[config.mk]
export PLATFORM = sky130hd
export DESIGN_NAME = l1_pool_rd_ctrl_flat
export DESIGN_NICKNAME = d
export VERILOG_FILES = /design/src/rtl/l1_pkg.sv /design/src/rtl/l1_pool_rd_ctrl_if.sv /design/src/rtl/l1_pool_fifo2.sv /design/src/rtl/l1_pool_rd_ctrl.sv /design/src/flat_wrapper.sv
export SDC_FILE = /design/constraint.sdc
export NUM_CORES = 1
export LEC_CHECK = 0
export CAP_MARGIN = 25
export CORE_UTILIZATION = 49
export DETAILED_ROUTE_END_ITERATION = 10
export PLACE_DENSITY = 0.76
export SLEW_MARGIN = 5
export SYNTH_ARGS = -nofsm -noshare
export SYNTH_HDL_FRONTEND = slang
export SYNTH_SLANG_ARGS = --single-unit
[constraint.sdc]
create_clock -name clk -period 2.5 [get_ports clk]
set_input_delay 0.5 -clock clk [delete_from_list [all_inputs] [get_ports clk]]
set_output_delay 0.5 -clock clk [all_outputs]
set_load 0.01 [all_outputs]
[src/rtl/l1_pkg.sv]
// Shared definitions for the L1 output RAM: geometry, pooling FSM states
// and the signed max used by the pooling datapath.
package l1_pkg;

    localparam int L1_OUT_DEPTH  = 26;
    localparam int L1_OUT_ADDR_W = 5;
    localparam int L1_MAX_W      = 32;

    typedef enum logic [1:0] {
        IDLE  = 2'd0,
        READ  = 2'd1,
        DRAIN = 2'd2
    } pool_state_e;

    // Ties resolve to the even (first) word of the pair.
    function automatic logic signed [L1_MAX_W-1:0] smax(
        input logic signed [L1_MAX_W-1:0] even_w,
        input logic signed [L1_MAX_W-1:0] odd_w
    );
        return (odd_w > even_w) ? odd_w : even_w;
    endfunction

endpackage

[src/rtl/l1_pool_rd_ctrl_if.sv]
// Pooled-result stream towards the next layer (valid/ready).
interface l1_pool_rd_ctrl_if #(
    parameter int DATA_W = 16
);

    logic signed [DATA_W-1:0] out_data_o;
    logic                     out_valid_o;
    logic                     out_ready_i;

    modport master (
        output out_data_o,
        output out_valid_o,
        input  out_ready_i
    );

    modport slave (
        input  out_data_o,
        input  out_valid_o,
        output out_ready_i
    );

endinterface

[src/rtl/l1_pool_fifo2.sv]
// Two-entry synchronous FIFO with occupancy output; simultaneous push/pop allowed.
module l1_pool_fifo2 #(
    parameter int DATA_W = 16
) (
    input  logic                     clk,
    input  logic                     rst,
    input  logic                     push_i,
    input  logic signed [DATA_W-1:0] push_data_i,
    input  logic                     pop_i,
    output logic signed [DATA_W-1:0] head_o,
    output logic [1:0]               count_o
);

    logic signed [DATA_W-1:0] mem_q [2];
    logic                     wr_ptr_q, wr_ptr_d;
    logic                     rd_ptr_q, rd_ptr_d;
    logic [1:0]               count_q, count_d;
    logic                     do_push, do_pop;

    always_comb begin
        do_pop   = pop_i && (count_q != 2'd0);
        do_push  = push_i && ((count_q != 2'd2) || do_pop);
        wr_ptr_d = do_push ? ~wr_ptr_q : wr_ptr_q;
        rd_ptr_d = do_pop  ? ~rd_ptr_q : rd_ptr_q;
        count_d  = count_q + {1'b0, do_push} - {1'b0, do_pop};
    end

    always_ff @(posedge clk) begin
        if (rst) begin
            wr_ptr_q <= 1'b0;
            rd_ptr_q <= 1'b0;
            count_q  <= 2'd0;
        end else begin
            wr_ptr_q <= wr_ptr_d;
            rd_ptr_q <= rd_ptr_d;
            count_q  <= count_d;
        end
    end

    // Storage is not reset; occupancy alone decides what is visible.
    always_ff @(posedge clk) begin
        if (do_push) begin
            mem_q[wr_ptr_q] <= push_data_i;
        end
    end

    assign head_o  = mem_q[rd_ptr_q];
    assign count_o = count_q;

endmodule

[src/rtl/l1_pool_rd_ctrl.sv]
// Reads the full L1 output RAM in address order and streams the max of each
// adjacent (even, odd) pair to the next layer.
module l1_pool_rd_ctrl
    import l1_pkg::*;
#(
    parameter int DATA_W = 16,
    parameter int DEPTH  = L1_OUT_DEPTH,
    parameter int ADDR_W = L1_OUT_ADDR_W
) (
    input  logic                     clk,
    input  logic                     rst,
    input  logic                     start_i,
    output logic [ADDR_W-1:0]        ram_addr_o,
    output logic                     ram_re_o,
    input  logic signed [DATA_W-1:0] ram_rdata_i,
    l1_pool_rd_ctrl_if.master        out_if,
    output logic                     busy_o,
    output logic                     done_o
);

    if ((DEPTH % 2) != 0) begin : g_depth_odd
        $error("l1_pool_rd_ctrl: DEPTH must be even");
    end
    if ((2 ** ADDR_W) < DEPTH) begin : g_addr_narrow
        $error("l1_pool_rd_ctrl: ADDR_W too small for DEPTH");
    end

    pool_state_e              state_q, state_d;
    logic                     start_q;
    logic [ADDR_W-1:0]        addr_q, addr_d;
    logic                     even_rd_q, odd_rd_q;
    logic                     pif_q, pif_d;
    logic signed [DATA_W-1:0] even_q;

    logic                     start_edge, credit_ok, rd_en, done;
    logic                     push, pop;
    logic signed [DATA_W-1:0] pair_max;
    logic signed [DATA_W-1:0] fifo_head;
    logic [1:0]               fifo_cnt;

    assign start_edge = start_i && !start_q;
    assign credit_ok  = ({1'b0, fifo_cnt} + {2'b00, pif_q}) < 3'd2;
    assign push       = odd_rd_q;
    assign pop        = out_if.out_valid_o && out_if.out_ready_i;
    assign pair_max   = DATA_W'(smax(L1_MAX_W'(even_q), L1_MAX_W'(ram_rdata_i)));

    // Odd reads bypass credit so both reads of a pair land on consecutive cycles.
    always_comb begin
        state_d = state_q;
        addr_d  = addr_q;
        rd_en   = 1'b0;
        done    = 1'b0;
        case (state_q)
            IDLE: begin
                if (start_edge) begin
                    state_d = READ;
                    addr_d  = '0;
                end
            end
            READ: begin
                if (addr_q[0] || credit_ok) begin
                    rd_en = 1'b1;
                    if (addr_q == ADDR_W'(DEPTH - 1)) begin
                        state_d = DRAIN;
                    end else begin
                        addr_d = addr_q + 1'b1;
                    end
                end
            end
            DRAIN: begin
                if (!pif_q && (fifo_cnt == 2'd0)) begin
                    done    = 1'b1;
                    state_d = IDLE;
                end
            end
            default: state_d = IDLE;
        endcase
    end

    // Pair-in-flight: raised by the even read, dropped when its result is pushed.
    assign pif_d = (pif_q && !push) || (rd_en && !addr_q[0]);

    always_ff @(posedge clk) begin
        if (rst) begin
            state_q   <= IDLE;
            start_q   <= 1'b0;
            addr_q    <= '0;
            even_rd_q <= 1'b0;
            odd_rd_q  <= 1'b0;
            pif_q     <= 1'b0;
        end else begin
            state_q   <= state_d;
            start_q   <= start_i;
            addr_q    <= addr_d;
            even_rd_q <= rd_en && !addr_q[0];
            odd_rd_q  <= rd_en && addr_q[0];
            pif_q     <= pif_d;
        end
    end

    always_ff @(posedge clk) begin
        if (even_rd_q) begin
            even_q <= ram_rdata_i;
        end
    end

    l1_pool_fifo2 #(
        .DATA_W(DATA_W)
    ) u_fifo (
        .clk        (clk),
        .rst        (rst),
        .push_i     (push),
        .push_data_i(pair_max),
        .pop_i      (pop),
        .head_o     (fifo_head),
        .count_o    (fifo_cnt)
    );

    assign out_if.out_valid_o = (fifo_cnt != 2'd0);
    assign out_if.out_data_o  = out_if.out_valid_o ? fifo_head : '0;
    assign ram_re_o           = rd_en;
    assign ram_addr_o         = addr_q;
    assign busy_o             = (state_q != IDLE);
    assign done_o             = done;

endmodule

[src/flat_wrapper.sv]
// flat-port wrapper written by rule: the top's interface ports become plain ports
module l1_pool_rd_ctrl_flat import l1_pkg::*;
#(
    parameter int DATA_W = 16,
    parameter int DEPTH  = L1_OUT_DEPTH,
    parameter int ADDR_W = L1_OUT_ADDR_W
)
  (clk, rst, start_i, ram_addr_o, ram_re_o, ram_rdata_i, busy_o, done_o, out_if_out_data_o, out_if_out_valid_o, out_if_out_ready_i);
  l1_pool_rd_ctrl_if #(.DATA_W(DATA_W)) out_if_i ();
  input  logic clk;
  input  logic rst;
  input  logic start_i;
  output logic [ADDR_W-1:0] ram_addr_o;
  output logic ram_re_o;
  input  logic signed [DATA_W-1:0] ram_rdata_i;
  output logic busy_o;
  output logic done_o;
  output wire logic [$bits(out_if_i.out_data_o)-1:0] out_if_out_data_o;
  output wire logic [$bits(out_if_i.out_valid_o)-1:0] out_if_out_valid_o;
  input wire logic [$bits(out_if_i.out_ready_i)-1:0] out_if_out_ready_i;
  assign out_if_out_data_o = out_if_i.out_data_o;
  assign out_if_out_valid_o = out_if_i.out_valid_o;
  assign out_if_i.out_ready_i = out_if_out_ready_i;
  l1_pool_rd_ctrl #(.DATA_W(DATA_W), .DEPTH(DEPTH), .ADDR_W(ADDR_W)) u_core (.clk(clk), .rst(rst), .start_i(start_i), .ram_addr_o(ram_addr_o), .ram_re_o(ram_re_o), .ram_rdata_i(ram_rdata_i), .out_if(out_if_i), .busy_o(busy_o), .done_o(done_o));
endmodule
==> results_dict.tcl, run 1 <==
set metrics [dict create \
    antenna_found_initial 0 \
    cts_tree "built" \
    avgSynthCellArea_sq_um 12.4 \
    maxSlewViolCount 0 \
    start_util_pct 50.9 \
    reg2reg_slack_ps 50 \
    syn-num-nets 282 \
    ioPinCount 45 \
    whs_path_depth 1 \
    status "complete, no violations" \
    hpwlAfterDp_um 4010 \
    ys_seq_area_share_pct 58.4 \
    maxSlewHeadroom_pct 44.3 \
    worst_slew_pin_slew_ps 834 \
    cts.htree.levels 3 \
    min-delay-start "ram_rdata_i[4]" \
    clock.fmax_ghz 0.408 \
    die_w_um 80.4 \
    wire_per_inst_um 15.8 \
    placed_cell_area_sq_um 3760 \
    crit_required_ps 2570 \
    wl_um 6290 \
    die_y_um 80.4 \
    cts_inserted_buffers 9 \
    synthesis.area_sq_um 3010 \
    drt_iter0_markers 98 \
    setup-violations-final 0 \
    ys.flop_type "edfxtp_1" \
    rsz0062_at_grt "yes" \
    max_cap_viol_count 0 \
    fin_crit_sh_pct 98.0 \
    globalRouteOverflowTotal 0 \
    crit_path_max_fanout 6 \
    dr.pass1.iters 4 \
    drt.antenna.violating_nets 0 \
    via_per_inst 5.25 \
    design_area_sq_um 4130 \
    drc 0 \
    hold_class "primary input to flip-flop" \
    finClkSkew_ps 7.57 \
    netlist_top_cells_count "edfxtp_1, nor2_1, inv_1" \
    grt_pass1_wl_um 9530 \
    fin_cells 399 \
    final-hold-violation-count 0 \
    cts_hold_buf 0 \
    cp.arrival_ps 2520 \
    synth_seq_cells 64 \
    gp_congestion 0.776 \
    cts.sinks 64 \
    rr_startpoint "u_core.even_q[7]" \
    timing.rr.end "u_core.u_fifo.mem_q[1][0]" \
    placed_cells 376 \
    area_growth_pct 36.9 \
    drive_gt1_share_pct 25.0 \
    cts_buffer_depth 2 \
    path_class "flip-flop to flip-flop" \
    ys_types 36 \
    period_minus_slack_ps 2450 \
    clk_pin_slew_ps 70 \
    cts_root_buf "clkbuf_8" \
    diodes 0 \
    pwr_density_cell_nw_per_um2 616 \
    whs_endpoint "u_core.even_q[4]" \
    grt_max_degree 17 \
    ff2ff_path_depth 9 \
    clk_latency_ps 330 \
    std_cell_rows 28 \
    synth_top_area_share_pct 47.8 \
    synth_area_leaders "edfxtp_1, dfxtp_1, ha_1" \
    ys_async_sr_fraction_pct 0 \
    synthCells 243 \
    leakage_uw 0.00161 \
    grt_pass1_vias 2034 \
    n_fill_cell 414 \
    start_kind "flip-flop" \
    yosysWarnings 0 \
    die_area_sq_um 6470 \
    core-area_sq_um 5920 \
    nNetsFinal 358 \
    peakVddDrop_uv 367 \
    synth_edf_count 48 \
    synth.most_common_cell "edfxtp_1" \
    io_buffers 44 \
    yosysTopAreaCell "edfxtp_1" \
    vias 2096 \
    grt.total_usage_pct 20.2 \
    end_kind "flip-flop" \
]
sequential cells by signal, indices dropped and copies added, names as in the netlist, named ones only:
signal and cells:
u_core.even_q 16, u_core.even_rd_q 1, u_core.odd_rd_q 1, u_core.pif_q 1
u_core.ram_addr_o 5, u_core.start_q 1, u_core.state_q 2, u_core.u_fifo.count_o 2
u_core.u_fifo.mem_q 32, u_core.u_fifo.rd_ptr_q 1, u_core.u_fifo.wr_ptr_q 1
cells by family (layout without fill, tap and decap cells):
| group | Yosys count | after routing | synth area share [%] |
|---|---|---|---|
| buffers and inverters | 26 | 107 | 3.49 |
| AND/OR/NAND/NOR | 70 | 70 | 11.3 |
| flip-flops | 64 | 64 | 58.4 |
| AO/OA/AOI/OAI | 26 | 26 | 5.81 |
| XOR/XNOR | 6 | 6 | 1.74 |
| multiplexers | 32 | 32 | 11.3 |
| adder cells (fa/ha/maj) | 19 | 19 | 7.89 |
routing by layer:
metal	GRT usage (%)	part of all wire, %
met1	27.1	47
met2	31.9	49
met3	3.18	2.9
met4	9.29	1.3
met5	0	0
layout by cell type (no fill, tap or decap), types with 3 or more instances in the layout:
master,count
clkdlybuf4s50_1,28
nor2_1,31
nand2b_1,4
or2_2,3
o21ai_0,5
nand2_1,8
dlygate4sd2_1,9
clkdlybuf4s15_1,3
buf_4,23
ha_1,13
edfxtp_1,48
dfxtp_1,16
ha_4,6
nand4_1,4
a21oi_1,9
mux2_4,16
xor2_1,5
clkbuf_8,9
inv_1,18
clkbuf_1,3
mux2i_1,16
repair_timing:
action / CTS / global route
gates resized for setup: 30 / 22
setup buffers: 5 / 2
cloned: 1 / 0
pin swaps: 15 / 10
setup endpoints to repair: 32 / 32
stage by stage:
step / TNS (ps) / setup slack (ps) / hold slack [ps] / utilization [%] / power (uW)
floorplan: 0 / 8.05 / 472 / - / 1430
global placement: -14840 / -483 / 487 / 63.6 / 1590
detailed placement: -16660 / -562 / 503 / 63.6 / 1600
CTS: -188 / -18.8 / 484 / 69.0 / 2550
global route: -429 / -27.9 / 402 / 69.7 / 2630
finish: 0 / 51.0 / 401 / 69.7 / 2540
power by group:
part / switching, uW / internal (uW)
Combinational: 187 / 224
Clock: 365 / 558
Sequential: 27.0 / 1180
Total: 579 / 1960
worst max-delay path, stage by stage, from the launching register on:
cell	delay (ps)
edfxtp_1	380
inv_2	60
ha_4	270
nand2_2	40
or3_4	390
a2111oi_4	210
o21ai_2	120
a21oi_4	230
buf_12	170
mux2_4	310
final cells by class:
cell class	count	area [sq um]	share of cell area, %
multi-input cells	153	1330	32.3
repair buffers	71	657	15.9
clock inverters	4	68.8	1.67
flip-flops and latches	64	1760	42.7
well taps	75	93.8	2.27
clock buffers	12	135	3.28
inverters	20	75.1	1.82
worst max-delay path by stage:
stage | start | endpoint | slack [ps] | cells past startpoint
floorplan | ram_rdata_i[4] | u_core.u_fifo.mem_q[0][10] | 8 | 8
global placement | ram_rdata_i[9] | u_core.u_fifo.mem_q[0][15] | -480 | 9
detailed placement | ram_rdata_i[13] | u_core.u_fifo.mem_q[1][0] | -560 | 9
CTS | u_core.even_q[1] | u_core.u_fifo.mem_q[1][10] | -20 | 10
global route | u_core.even_q[7] | u_core.u_fifo.mem_q[1][0] | -30 | 9
finish | u_core.even_q[7] | u_core.u_fifo.mem_q[1][0] | 50 | 9
Note: power is estimated with default switching activity, not from simulation.
==> inputs of run 2 (changes only) <==
--- a/config.mk
+++ b/config.mk
@@ -7,8 +7,10 @@
 export LEC_CHECK = 0
 export CAP_MARGIN = 25
 export CORE_UTILIZATION = 49
+export CTS_CLUSTER_DIAMETER = 200
 export DETAILED_ROUTE_END_ITERATION = 10
 export PLACE_DENSITY = 0.76
+export SETUP_SLACK_MARGIN = 0.02
 export SLEW_MARGIN = 5
 export SYNTH_ARGS = -nofsm -noshare
 export SYNTH_HDL_FRONTEND = slang
==> results_dict.tcl, run 2 (synthesis results as in run 1) <==
set metrics [dict create \
    status "complete, no violations" \
    cts_hold_buf 0 \
    cts_tree "built" \
    ioPinCount 45 \
    drt_iter0_markers 128 \
    startpoint "ram_rdata_i[5]" \
    wire_per_inst_um 15.2 \
    vias 2048 \
    die_y_um 80.4 \
    final-hold-violation-count 0 \
    nNetsFinal 353 \
    setup-violations-final 0 \
    total_power_uw 2330 \
    worst_slew_pin_slew_ps 842 \
    whs_path_depth 2 \
    io_buffers 44 \
    intPower_uw 1750 \
    fin_cells 394 \
    swShare_pct 25.0 \
    slowest_delay_ps 400 \
    drt.antenna.violating_nets 0 \
    cts_root_buf "clkbuf_8" \
    std_cell_rows 28 \
    reg2reg_slack_ps 80 \
    cts.sinks 64 \
    timing.rr.end "u_core.u_fifo.mem_q[0][10]" \
    gp_congestion 0.740 \
    crit_family "compound AO/OA/AOI/OAI gates" \
    clk_latency_ps 340 \
    crit_required_ps 2580 \
    core-area_sq_um 5920 \
    cpMaxStageDelayCell "or3_4" \
    antenna_found_initial 0 \
    min-delay-start "u_core.u_fifo.rd_ptr_q" \
    n_fill_cell 411 \
    dp_slack_ps -582 \
    grt_pass1_wl_um 9410 \
    multi_input_comb_area_sq_um 1420 \
    finClkSkew_ps 4.37 \
    maxSlewViolCount 0 \
    largest_reg_flops 32 \
    power_frac_clock_pct 30.5 \
    grt_pass1_vias 1986 \
    end_kind "flip-flop" \
    hpwlAfterDp_um 4140 \
    comb_power_share_pct 17.7 \
    via_per_inst 5.20 \
    drive_gt1_share_pct 25.1 \
    ff2ff_path_depth 9 \
    globalRouteOverflowTotal 0 \
    pwr_density_cell_nw_per_um2 566 \
    drc 0 \
    cts_inserted_buffers 9 \
    start_util_pct 50.9 \
    max_cap_viol_count 0 \
    cp.arrival_ps 2520 \
    fin_crit_sh_pct 97.3 \
    crit_path_max_fanout 8 \
    path_class "primary input to flip-flop" \
    die_area_sq_um 6470 \
    hold_class "flip-flop to flip-flop" \
    maxSlewHeadroom_pct 43.8 \
    regArea_sq_um 1760 \
    diodes 0 \
    area_growth_pct 36.7 \
    rr_startpoint "u_core.even_q[9]" \
    peakVddDrop_uv 426 \
    start_kind "primary input" \
    grt.total_usage_pct 20.4 \
    clock.fmax_ghz 0.411 \
    whs_endpoint "u_core.u_fifo.rd_ptr_q" \
    cts.htree.levels 3 \
    p_sw_uw 583 \
    cts_buffer_depth 2 \
    crit_chain "dlygate4sd2_1, ha_4, nand2_1, or3_4, a2111oi_4, o21ai_2, a21oi_4, buf_12, mux2_4" \
    cp_num_buf_inv 2 \
    dr.pass1.iters 4 \
    layout_commonest_cell "edfxtp_1" \
    rsz0062_at_grt "yes" \
    placed_cells 378 \
    layout_common_cells "edfxtp_1, nor2_1, clkdlybuf4s50_1" \
    die_w_um 80.4 \
    setup_ws_ps 66.8 \
    largest-register "u_core.u_fifo.mem_q" \
    clk_pin_slew_ps 70 \
    leakage_uw 0.00160 \
    wl_um 6000 \
    power.share.sequential_pct 51.9 \
    period_minus_slack_ps 2430 \
    grt_max_degree 17 \
    post_cts_buffers 0 \
]
-- run 2: metal layers --
metal | global-route usage [%] | up-vias | wire length, um
li1 | - | 1020 | -
met1 | 26.2 | 982 | 2780
met2 | 31.5 | 36 | 2930
met3 | 4.77 | 10 | 166
met4 | 11.3 | 0 | 125
met5 | 0 | - | 0
-- run 2: area by class of cell --
class                      count  share of cell area (%)
clock buffer                  10                    3.10
clock inverter                 6                   0.638
inverter                      20                    1.82
multi-input combinational    153                    34.5
sequential                    64                    42.8
tap                           75                    2.28
timing repair buffer          66                    14.9
-- run 2: worst max path at each step --
stage	end	slack (ps)	cells past startpoint
6_report	u_core.u_fifo.mem_q[0][10]	70	9
5_1_grt	u_core.u_fifo.mem_q[0][4]	2	9
4_1_cts	u_core.u_fifo.mem_q[1][4]	20	9
3_5_place_dp	u_core.u_fifo.mem_q[1][4]	-580	9
3_3_place_gp	u_core.u_fifo.mem_q[0][4]	-510	9
2_1_floorplan	u_core.u_fifo.mem_q[0][10]	20	7
-- run 2: through the flow --
| step | hold slack, ps | setup TNS (ps) | util (%) | instance area (sq um) |
|---|---|---|---|---|
| 6_report | 519 | 0 | 69.6 | 4120 |
| 5_1_grt | 535 | 0 | 69.6 | 4120 |
| 4_1_cts | 520 | 0 | 69.0 | 4080 |
| 3_5_place_dp | 503 | -16970 | 65.5 | 3880 |
| 3_3_place_gp | 487 | -15070 | 65.5 | 3880 |
| 2_1_floorplan | 472 | 0 | - | 3200 |
-- run 2: worst reg2reg max path: cells and delay by family (launching register included) --
family | cells | cell delay, ps
buf+inv | 2 | 230
simple gates | 2 | 440
flops | 1 | 380
fa+ha+maj | 1 | 280
compound gates | 3 | 530
mux | 1 | 310
-- run 2: power groups by stage --
| stage | combinational (uW) | sequential, uW | clock (uW) |
|---|---|---|---|
| finish | 412 | 1210 | 709 |
| global route | 447 | 1210 | 775 |
| CTS | 407 | 1210 | 733 |
| detailed placement | 390 | 1230 | 0 |
| global placement | 379 | 1230 | 0 |
| floorplan | 220 | 1220 | 0 |
-- run 2: timing repair --
item | 4_1_cts | 5_1_grt
resized for setup | 27 | 10
pin swaps | 11 | 4
setup endpoints to repair | 32 | 33
==> inputs of run 3 (changes only) <==
--- a/config.mk
+++ b/config.mk
@@ -11,7 +11,7 @@
 export DETAILED_ROUTE_END_ITERATION = 10
 export PLACE_DENSITY = 0.76
 export SETUP_SLACK_MARGIN = 0.02
-export SLEW_MARGIN = 5
+export SLEW_MARGIN = 10
 export SYNTH_ARGS = -nofsm -noshare
 export SYNTH_HDL_FRONTEND = slang
 export SYNTH_SLANG_ARGS = --single-unit
==> results of run 3 <==
No change in the layout: final DEF, timing and power equal those of run 2.
